--- src/rtl/fbwriter_mc.sv ---
// fbwriter_mc: round-robin drain of NUM_CH FWFT pixel FIFOs into single-beat PLB master writes.
// Define FBWRITER_RETRY_EN to re-issue a failed write up to MAX_RETRY times before dropping it.
module fbwriter_mc #(
  parameter int          NUM_CH    = 2,
  parameter int          ADDR_W    = 30,
  parameter logic [31:0] BASE_ADDR = 32'h0000_0000,
  parameter int          MAX_RETRY = 3
) (
  input  logic                           PLB_clk,
  input  logic                           reset_n,
  input  logic [NUM_CH*(ADDR_W+32)-1:0]  fifo_data,
  input  logic [NUM_CH-1:0]              fifo_empty,
  output logic [NUM_CH-1:0]              fifo_rd_en,
  output logic                           IP2Bus_MstWr_Req,
  output logic                           IP2Bus_MstRd_Req,
  output logic                           IP2Bus_Mst_Lock,
  output logic                           IP2Bus_Mst_Reset,
  output logic [31:0]                    IP2Bus_Mst_Addr,
  output logic [3:0]                     IP2Bus_Mst_BE,
  output logic [31:0]                    IP2Bus_MstWr_d,
  input  logic                           Bus2IP_Mst_CmdAck,
  input  logic                           Bus2IP_Mst_Cmplt,
  input  logic                           Bus2IP_Mst_Error,
  input  logic                           Bus2IP_Mst_Cmd_Timeout,
  input  logic                           Bus2IP_MstWr_dst_rdy_n,
  output logic                           busy,
  output logic [15:0]                    err_count
);
  localparam int DW   = ADDR_W + 32;
  localparam int CH_W = (NUM_CH > 1) ? $clog2(NUM_CH) : 1;

  typedef enum logic [1:0] {S_IDLE, S_REQ, S_WAIT} state_t;

  state_t          r_state, w_next;
  logic [1:0]      r_rst_sync;
  logic            w_rst_n;
  logic [CH_W-1:0] r_rr_ptr, w_gnt, w_idx;
  logic            w_found, w_grant, w_ok, w_fail, w_drop;
  logic [DW-1:0]   w_sel;
  logic [31:0]     r_addr, r_pix;
  logic [3:0]      r_be;
  logic [15:0]     r_err_cnt;
  logic            w_unused_rdy;

  // Assertion is immediate through the flop clears; release reaches the FSM two edges later.
  always_ff @(posedge PLB_clk or negedge reset_n) begin
    if (!reset_n) r_rst_sync <= 2'b00;
    else          r_rst_sync <= {r_rst_sync[0], 1'b1};
  end
  assign w_rst_n = r_rst_sync[1];

  always_comb begin
    w_found = 1'b0;
    w_gnt   = '0;
    w_idx   = '0;
    for (int i = 0; i < NUM_CH; i++) begin
      w_idx = CH_W'((int'(r_rr_ptr) + i) % NUM_CH);
      if (!w_found && !fifo_empty[w_idx]) begin
        w_found = 1'b1;
        w_gnt   = w_idx;
      end
    end
  end

  assign w_grant = (r_state == S_IDLE) && w_rst_n && w_found;
  assign w_sel   = fifo_data[(NUM_CH - 1 - int'(w_gnt)) * DW +: DW];
  assign w_ok    = Bus2IP_Mst_Cmplt & ~Bus2IP_Mst_Error & ~Bus2IP_Mst_Cmd_Timeout;
  assign w_fail  = (Bus2IP_Mst_Cmplt & Bus2IP_Mst_Error) | Bus2IP_Mst_Cmd_Timeout;

  always_comb begin
    fifo_rd_en = '0;
    if (w_grant) fifo_rd_en[w_gnt] = 1'b1;
  end

`ifdef FBWRITER_RETRY_EN
  logic [7:0] r_retry;

  always_ff @(posedge PLB_clk or negedge w_rst_n) begin
    if (!w_rst_n)                                    r_retry <= '0;
    else if (w_grant)                                r_retry <= '0;
    else if (r_state != S_IDLE && w_fail && !w_drop) r_retry <= r_retry + 8'd1;
  end
`endif

  always_comb begin
    w_next = r_state;
    w_drop = 1'b0;
    case (r_state)
      S_IDLE: if (w_grant) w_next = S_REQ;
      S_REQ, S_WAIT: begin
        if (w_fail) begin
`ifdef FBWRITER_RETRY_EN
          if (int'(r_retry) < MAX_RETRY) begin
            w_next = S_REQ;
          end else begin
            w_next = S_IDLE;
            w_drop = 1'b1;
          end
`else
          w_next = S_IDLE;
          w_drop = 1'b1;
`endif
        end else if (w_ok) begin
          w_next = S_IDLE;
        end else if (r_state == S_REQ && Bus2IP_Mst_CmdAck) begin
          w_next = S_WAIT;
        end
      end
      default: w_next = S_IDLE;
    endcase
  end

  always_ff @(posedge PLB_clk or negedge w_rst_n) begin
    if (!w_rst_n) begin
      r_state   <= S_IDLE;
      r_rr_ptr  <= '0;
      r_addr    <= '0;
      r_pix     <= '0;
      r_be      <= '0;
      r_err_cnt <= '0;
    end else begin
      r_state <= w_next;
      if (w_grant) begin
        r_rr_ptr <= (int'(w_gnt) == NUM_CH - 1) ? '0 : w_gnt + 1'b1;
        r_addr   <= BASE_ADDR + (32'(w_sel[DW-1:32]) << 2);
        r_pix    <= w_sel[31:0];
        r_be     <= 4'hF;
      end
      if (w_drop && r_err_cnt != 16'hFFFF) r_err_cnt <= r_err_cnt + 16'd1;
    end
  end

  // Single-beat writes keep data valid for the whole transfer, so dst_rdy_n carries no information.
  assign w_unused_rdy     = Bus2IP_MstWr_dst_rdy_n;
  assign IP2Bus_MstWr_Req = (r_state == S_REQ);
  assign IP2Bus_MstRd_Req = 1'b0;
  assign IP2Bus_Mst_Lock  = 1'b0;
  assign IP2Bus_Mst_Reset = 1'b0;
  assign IP2Bus_Mst_Addr  = r_addr;
  assign IP2Bus_Mst_BE    = r_be;
  assign IP2Bus_MstWr_d   = r_pix;
  assign busy             = (r_state != S_IDLE);
  assign err_count        = r_err_cnt;
endmodule
--- config.mk ---
export PLATFORM = sky130hd
export DESIGN_NAME = fbwriter_mc
export DESIGN_NICKNAME = d
export VERILOG_FILES = /design/src/rtl/fbwriter_mc.sv
export SDC_FILE = /design/constraint.sdc
export NUM_CORES = 1
export LEC_CHECK = 0
export BUFFER_PORTS_ARGS = -buffer_cell sky130_fd_sc_hd__buf_2
export CAP_MARGIN = 20
export CORE_MARGIN = 10
export CORE_UTILIZATION = 40
export DETAILED_ROUTE_END_ITERATION = 12
export PLACE_DENSITY = 0.77
export SYNTH_ARGS = -nofsm -noshare
export SYNTH_HDL_FRONTEND = slang
export SYNTH_SLANG_ARGS = --single-unit
--- constraint.sdc ---
create_clock -name PLB_clk -period 3.06 [get_ports PLB_clk]
set_input_delay 0 -clock PLB_clk [delete_from_list [all_inputs] [get_ports PLB_clk]]
set_output_delay 0 -clock PLB_clk [all_outputs]
set_load 0.005 [all_outputs]
* Word-level counts from Yosys, hierarchy flattened
Cells that the tools add are included.
** Word-level totals
- Bits in registers :: 84
- Bits of input ports :: 133
- Output and inout bits :: 91
- Word-level logic and storage cells :: 58
** Cells by class
- Add/sub/neg operators :: 4
- Multiply operators :: 1
- Magnitude comparators :: 4
- Eq/ne operators :: 5
- Shift operators :: 1
- Muxes and demuxes :: 19
- Bitwise logic cells :: 6
- Reduce and logical (&&, ||, !) cells :: 11
** Operators with widths (count)
- $shiftx 124x9->62 :: 1
- $add 16x1->16 const B :: 1
- $ne 16x16->1 const B :: 1
- $mux 1 :: 12
- $mux 2 :: 5
- $mul 2x6->8 const B :: 1
- $logic_and 1x1->1 :: 6
- $lt 1x2->1 const B :: 3
- $ne 4x4->1 const B :: 1
- $pmux 2 s2 :: 1
- $and 1x1->1 :: 3
- $add 1x1->1 const B :: 2
- $eq 2x1->1 const B :: 1
- $eq 2x2->1 const B :: 1
- $logic_not 2->1 :: 1
- $ne 2x2->1 const B :: 1
- $not 1->1 :: 2
- $reduce_and 2->1 :: 1
- $reduce_bool 2->1 :: 1
- $reduce_or 2->1 :: 1
- $sub 1x1->2 const A :: 1
- $demux 1 s1 :: 1
- $ge 1x1->1 const B :: 1
- $logic_not 1->1 :: 1
- $or 1x1->1 :: 1

* Logic depth before layout (Yosys ltp)
- Depth in word-level cells :: 11
- Mapped depth :: 8
- Mapped depth without buffers :: 6

* Worst setup path before layout
OpenSTA, ideal clock, no wires.
- Kind :: flip-flop to flip-flop
- Start :: reg r_rst_sync[1]
- End :: reg r_state[0]
- Setup time :: 0.125 ns
- Arrival :: 3.456 ns
- Required time :: 2.935 ns
- Setup slack :: -0.520 ns
- Stages on the path, launching flop included :: 4
- Path buffers :: 0
- Clock period less this slack :: 3.580 ns
- Path through :: dfrtp_1 > nand3_1 > a21oi_1 > mux2_2
** On the way
- Cells in the longest elaborated chain, start to end :: 4
** RTL lines
- start: declaration :: line 35 : logic [1:0] r_rst_sync;
- start signal: assignment :: line 48 : else r_rst_sync <= {r_rst_sync[0], 1'b1};
- $logic_and 1x1->1 (2 in a row) :: line 65 : assign w_grant = (r_state == S_IDLE) && w_rst_n && w_found;
- $ne 2x2->1 (no line)
- $reduce_and 2->1 (no line)
- end signal: assignment :: line 122 : r_state <= w_next;
- end: declaration :: line 34 : state_t r_state, w_next;
Every way passes these cells.
A chain may end at the register's enable or synchronous reset.

* Worst setup path in the final report
- Start :: reg r_state[0]
- End :: reg r_addr[18], in the netlist IP2Bus_Mst_Addr[18]
** On the way
- Cells in the longest elaborated chain, start to end :: 3
** RTL lines
- $logic_not 2->1 :: line 65
- $logic_and 1x1->1 (2 in a row) :: line 65
- end signal: assignment :: line 125 : r_addr <= BASE_ADDR + (32'(w_sel[DW-1:32]) << 2);
- end: declaration :: line 40 : logic [31:0] r_addr, r_pix;
Every way passes these cells.

==> results.sh <==
export IMPL_status="finished clean"
export IMPL_syn_instance_count=387
export IMPL_clock_skew_final_ns=0.00605
export IMPL_ys_dominant_reg_cell="sky130_fd_sc_hd__dfrtp_1"
export IMPL_setup_total_negative_slack_ns=0
export IMPL_cts_tree="yes"
export IMPL_place_hpwl_um=9280
export IMPL_route_detailed_wl_per_inst_um=17.4
export IMPL_cts_clk_slew_worst_paths_ns=0.08
export IMPL_hold_worst_slack_ns=0.197
export IMPL_grt_first_pass_wirelength_um=23600
export IMPL_reg2reg_depth=8
export IMPL_dieHeight_um=120
export IMPL_netlist_top_cells_area="sky130_fd_sc_hd__dfrtp_1 53%, sky130_fd_sc_hd__nand2_1 9.2%, sky130_fd_sc_hd__mux2i_1 9.1%, sky130_fd_sc_hd__a22oi_1 5.1%, sky130_fd_sc_hd__o21ai_0 4.5%"
export IMPL_place_ws_ns=0.889
export IMPL_reg2reg_from="r_state[0]$_DFFE_PN0P_"
export IMPL_post_layout_total_power_w=0.00452
export IMPL_netlist_area_mm2=0.00397
export IMPL_number_of_antenna_violations_at_the_first_check_in_global_routing=1
export IMPL_cts_num_sinks=84
export IMPL_pwr_density_cell_mw_per_mm2=679
export IMPL_tritoncts_num_buffers=9
export IMPL_timing_max_slew_rel_slack=0.593
export IMPL_hold_violations=0
export IMPL_drt_antenna_violating_nets=0
export IMPL_cap_viol_max_count=0
export IMPL_design_portCount=224
export IMPL_p_leak_nw=3.38
export IMPL_dr_total_vias=4195
export IMPL_maximum_number_of_pins_on_one_net_before_global_route_repair=83
export IMPL_synth_cell_type_count=40
export IMPL_critPathMaxFanout=29
export IMPL_timing_fmax_mhz=431
export IMPL_placement_io_buffers=217
export IMPL_start_util=0.408
export IMPL_worst_skew_pair_late_latency_ns=0.35
export IMPL_route_detailed_vias_per_inst=4.86
export IMPL_synth_avg_cell_area_um2=10.3
export IMPL_path_buf_inv=3
export IMPL_vias_in_the_first_global_route=4618
export IMPL_core_area_mm2=0.00973
export IMPL_timing_critical_path_depth=8
export IMPL_place_congestion=0.811
export IMPL_cp_required_ns=3.35
export IMPL_r2r_end="IP2Bus_Mst_Addr[18]$_DFFE_PN0P_"
export IMPL_cts_max_level=3
export IMPL_cts_max_path_buffers=2
export IMPL_final_critical_path_setup_slack_ns=0.738
export IMPL_critical_path_max_stage_delay_ns=0.60
export IMPL_wl_um=15000
export IMPL_fp_dieArea_mm2=0.0143
export IMPL_grt_overflow=0
export IMPL_worst_setup_path_end_kind="register"
export IMPL_layout_cells_most_common="sky130_fd_sc_hd__buf_2"
export IMPL_syn2layout_area_growth_pct=67.6
export IMPL_rsz_0062_raised_after_global_routing="false"
export IMPL_layout_min_cycle_time_ns=2.32
export IMPL_peakVddDrop_uv=359
export IMPL_critical_path_startpoint="r_state[0]$_DFFE_PN0P_"
export IMPL_setup_violations=0
export IMPL_worst_hold_path_type="in -> reg"
export IMPL_timing_worst_setup_path_type="reg -> reg"
export IMPL_yosys_top_cell_area_share=0.529
export IMPL_timing_critical_path_to="IP2Bus_Mst_Addr[18]$_DFFE_PN0P_"
export IMPL_worst_pin_slew_ns=0.611
export IMPL_crit_slowest_cell="sky130_fd_sc_hd__dlygate4sd3_1"
export IMPL_clock_root_buffer="sky130_fd_sc_hd__clkbuf_8"
export IMPL_post_synth_edffs=0
export IMPL_ys_seq_elements=84
export IMPL_post_synth_arst_share=1.00
export IMPL_dr_pass1_iters=5
export IMPL_chipWidth_um=120
export IMPL_layout_cells_most_common_list="217 x sky130_fd_sc_hd__buf_2, 128 x sky130_fd_sc_hd__dlygate4sd3_1, 97 x sky130_fd_sc_hd__nand2_1, 83 x sky130_fd_sc_hd__dfrtp_1"
export IMPL_min_period_over_period=0.759
export IMPL_ys_warn_count=0
export IMPL_setup_crit_start_kind="register"
export IMPL_globalRouteTotalUtil=0.202
export IMPL_drive_gt1_frac=0.342
export IMPL_delay_heaviest_family_cp="buffers and inverters"
export IMPL_sequential_element_share_of_the_synthesized_area=0.529
export IMPL_crit_arrival_ns=2.62
export IMPL_layout_nets=863
export IMPL_drt_drc_violations_left=0
export IMPL_synthDominantAreaCellType="sky130_fd_sc_hd__dfrtp_1"
export IMPL_placementRows=36
export IMPL_maxSlewViolCount=0
export IMPL_crit_top_cell="sky130_fd_sc_hd__nand2_1"
export IMPL_drt_iter0_drc=203
export IMPL_cp_cell_sequence="inv_1, ha_1, nand2_1, nor3b_2, buf_4, a22oi_1, dlygate4sd3_1, nand2_1"
export IMPL_worst_r2r_setup_slack_ns=0.74
[cell families after synthesis]
group / count (synthesis) / synth area share
AO/OA/AOI/OAI: 71 / 0.113
XOR/XNOR: 12 / 0.0265
adder cells (fa/ha/maj): 6 / 0.0189
buffers and inverters: 36 / 0.0444
flip-flops: 84 / 0.529
multiplexers: 41 / 0.106
other: 2 / 0.00189
AND/OR/NAND/NOR: 135 / 0.160
[power breakdown]
| group | switching, W | total, W | internal, W |
|---|---|---|---|
| Sequential | 0.000271 | 0.00183 | 0.00156 |
| Clock | 0.000388 | 0.000749 | 0.000361 |
| Combinational | 0.000989 | 0.00193 | 0.000945 |
| Total | 0.00165 | 0.00452 | 0.00287 |
[how the worst min path moves through the flow]
stage                      startpoint                       to  slack [ns]  cells after the start
global route        Bus2IP_Mst_CmdAck   r_state[1]$_DFFE_PN0P_        0.26                      4
floorplan                     reset_n  r_rst_sync[0]$_DFF_PN0_       -0.30                      0
finish              Bus2IP_Mst_CmdAck   r_state[1]$_DFFE_PN0P_        0.20                      4
detailed placement            reset_n  r_rst_sync[0]$_DFF_PN0_       -0.21                      1
CTS                 Bus2IP_Mst_CmdAck   r_state[1]$_DFFE_PN0P_        0.18                      4
global placement              reset_n  r_rst_sync[0]$_DFF_PN0_       -0.21                      1
[synthesized netlist by cell type (2+ instances only)]
library cell and number:
sky130_fd_sc_hd__conb_1 2, sky130_fd_sc_hd__nand2_1 97, sky130_fd_sc_hd__ha_1 6, sky130_fd_sc_hd__mux2_1 3
sky130_fd_sc_hd__xor2_1 7, sky130_fd_sc_hd__nor2_1 5, sky130_fd_sc_hd__xnor2_1 5, sky130_fd_sc_hd__a21o_1 2
sky130_fd_sc_hd__nor4_1 2, sky130_fd_sc_hd__nand4_1 6, sky130_fd_sc_hd__mux2i_1 36, sky130_fd_sc_hd__dfrtp_1 84
sky130_fd_sc_hd__and2_1 3, sky130_fd_sc_hd__o21ai_0 36, sky130_fd_sc_hd__a22oi_1 27, sky130_fd_sc_hd__buf_4 8
sky130_fd_sc_hd__nand2b_1 2, sky130_fd_sc_hd__buf_2 9, sky130_fd_sc_hd__clkbuf_1 13, sky130_fd_sc_hd__nor3_1 3
sky130_fd_sc_hd__nand3_1 7, sky130_fd_sc_hd__inv_1 6
[flip-flops by register name (all words and copies together) (netlist names)]
signal / count
r_state: 2
IP2Bus_Mst_BE: 1
err_count: 16
r_rst_sync: 2
IP2Bus_Mst_Addr: 30
IP2Bus_MstWr_d: 32
r_rr_ptr: 1
[layout make-up]
type	count	area, um^2
diodes	2	5.00
clock buffers	13	169
clock inverters	3	20.0
fillers	697	3070
inverters	6	22.5
multi-input cells	271	1730
flip-flops and latches	84	2110
well taps	133	166
repair buffers	352	2440
[per-layer routing]
| layer | GRT usage | vias to the layer above | wire length [um] |
|---|---|---|---|
| met3 | 0.0694 | 28 | 1210 |
| met2 | 0.370 | 175 | 7790 |
| met1 | 0.208 | 1991 | 5610 |
| met4 | 0.0762 | 0 | 399 |
| met5 | 0 | - | 0 |
| li1 | - | 2001 | - |
[tightest hold or removal path: stages]
cell and delay (ns):
sky130_fd_sc_hd__buf_2 0.08, sky130_fd_sc_hd__a2111oi_0 0.08, sky130_fd_sc_hd__a21oi_1 0.24, sky130_fd_sc_hd__mux2i_1 0.11
[what timing repair did]
| item | 4_1_cts | 5_1_grt |
|---|---|---|
| hold buffers | 128 | 0 |
| buffers inserted | 0 | 0 |
| hold endpoints to repair | 65 | 0 |
| gates resized for setup | 0 | 0 |
[stage by stage]
stage | instance area [um^2] | utilization | cells
2_1_floorplan | 3990 | - | 391
3_3_place_gp | 5150 | 0.530 | 717
3_5_place_dp | 5150 | 0.530 | 717
4_1_cts | 6620 | 0.681 | 861
5_1_grt | 6650 | 0.684 | 863
6_report | 6660 | 0.684 | 864
Power figures use the tool's default switching activity.
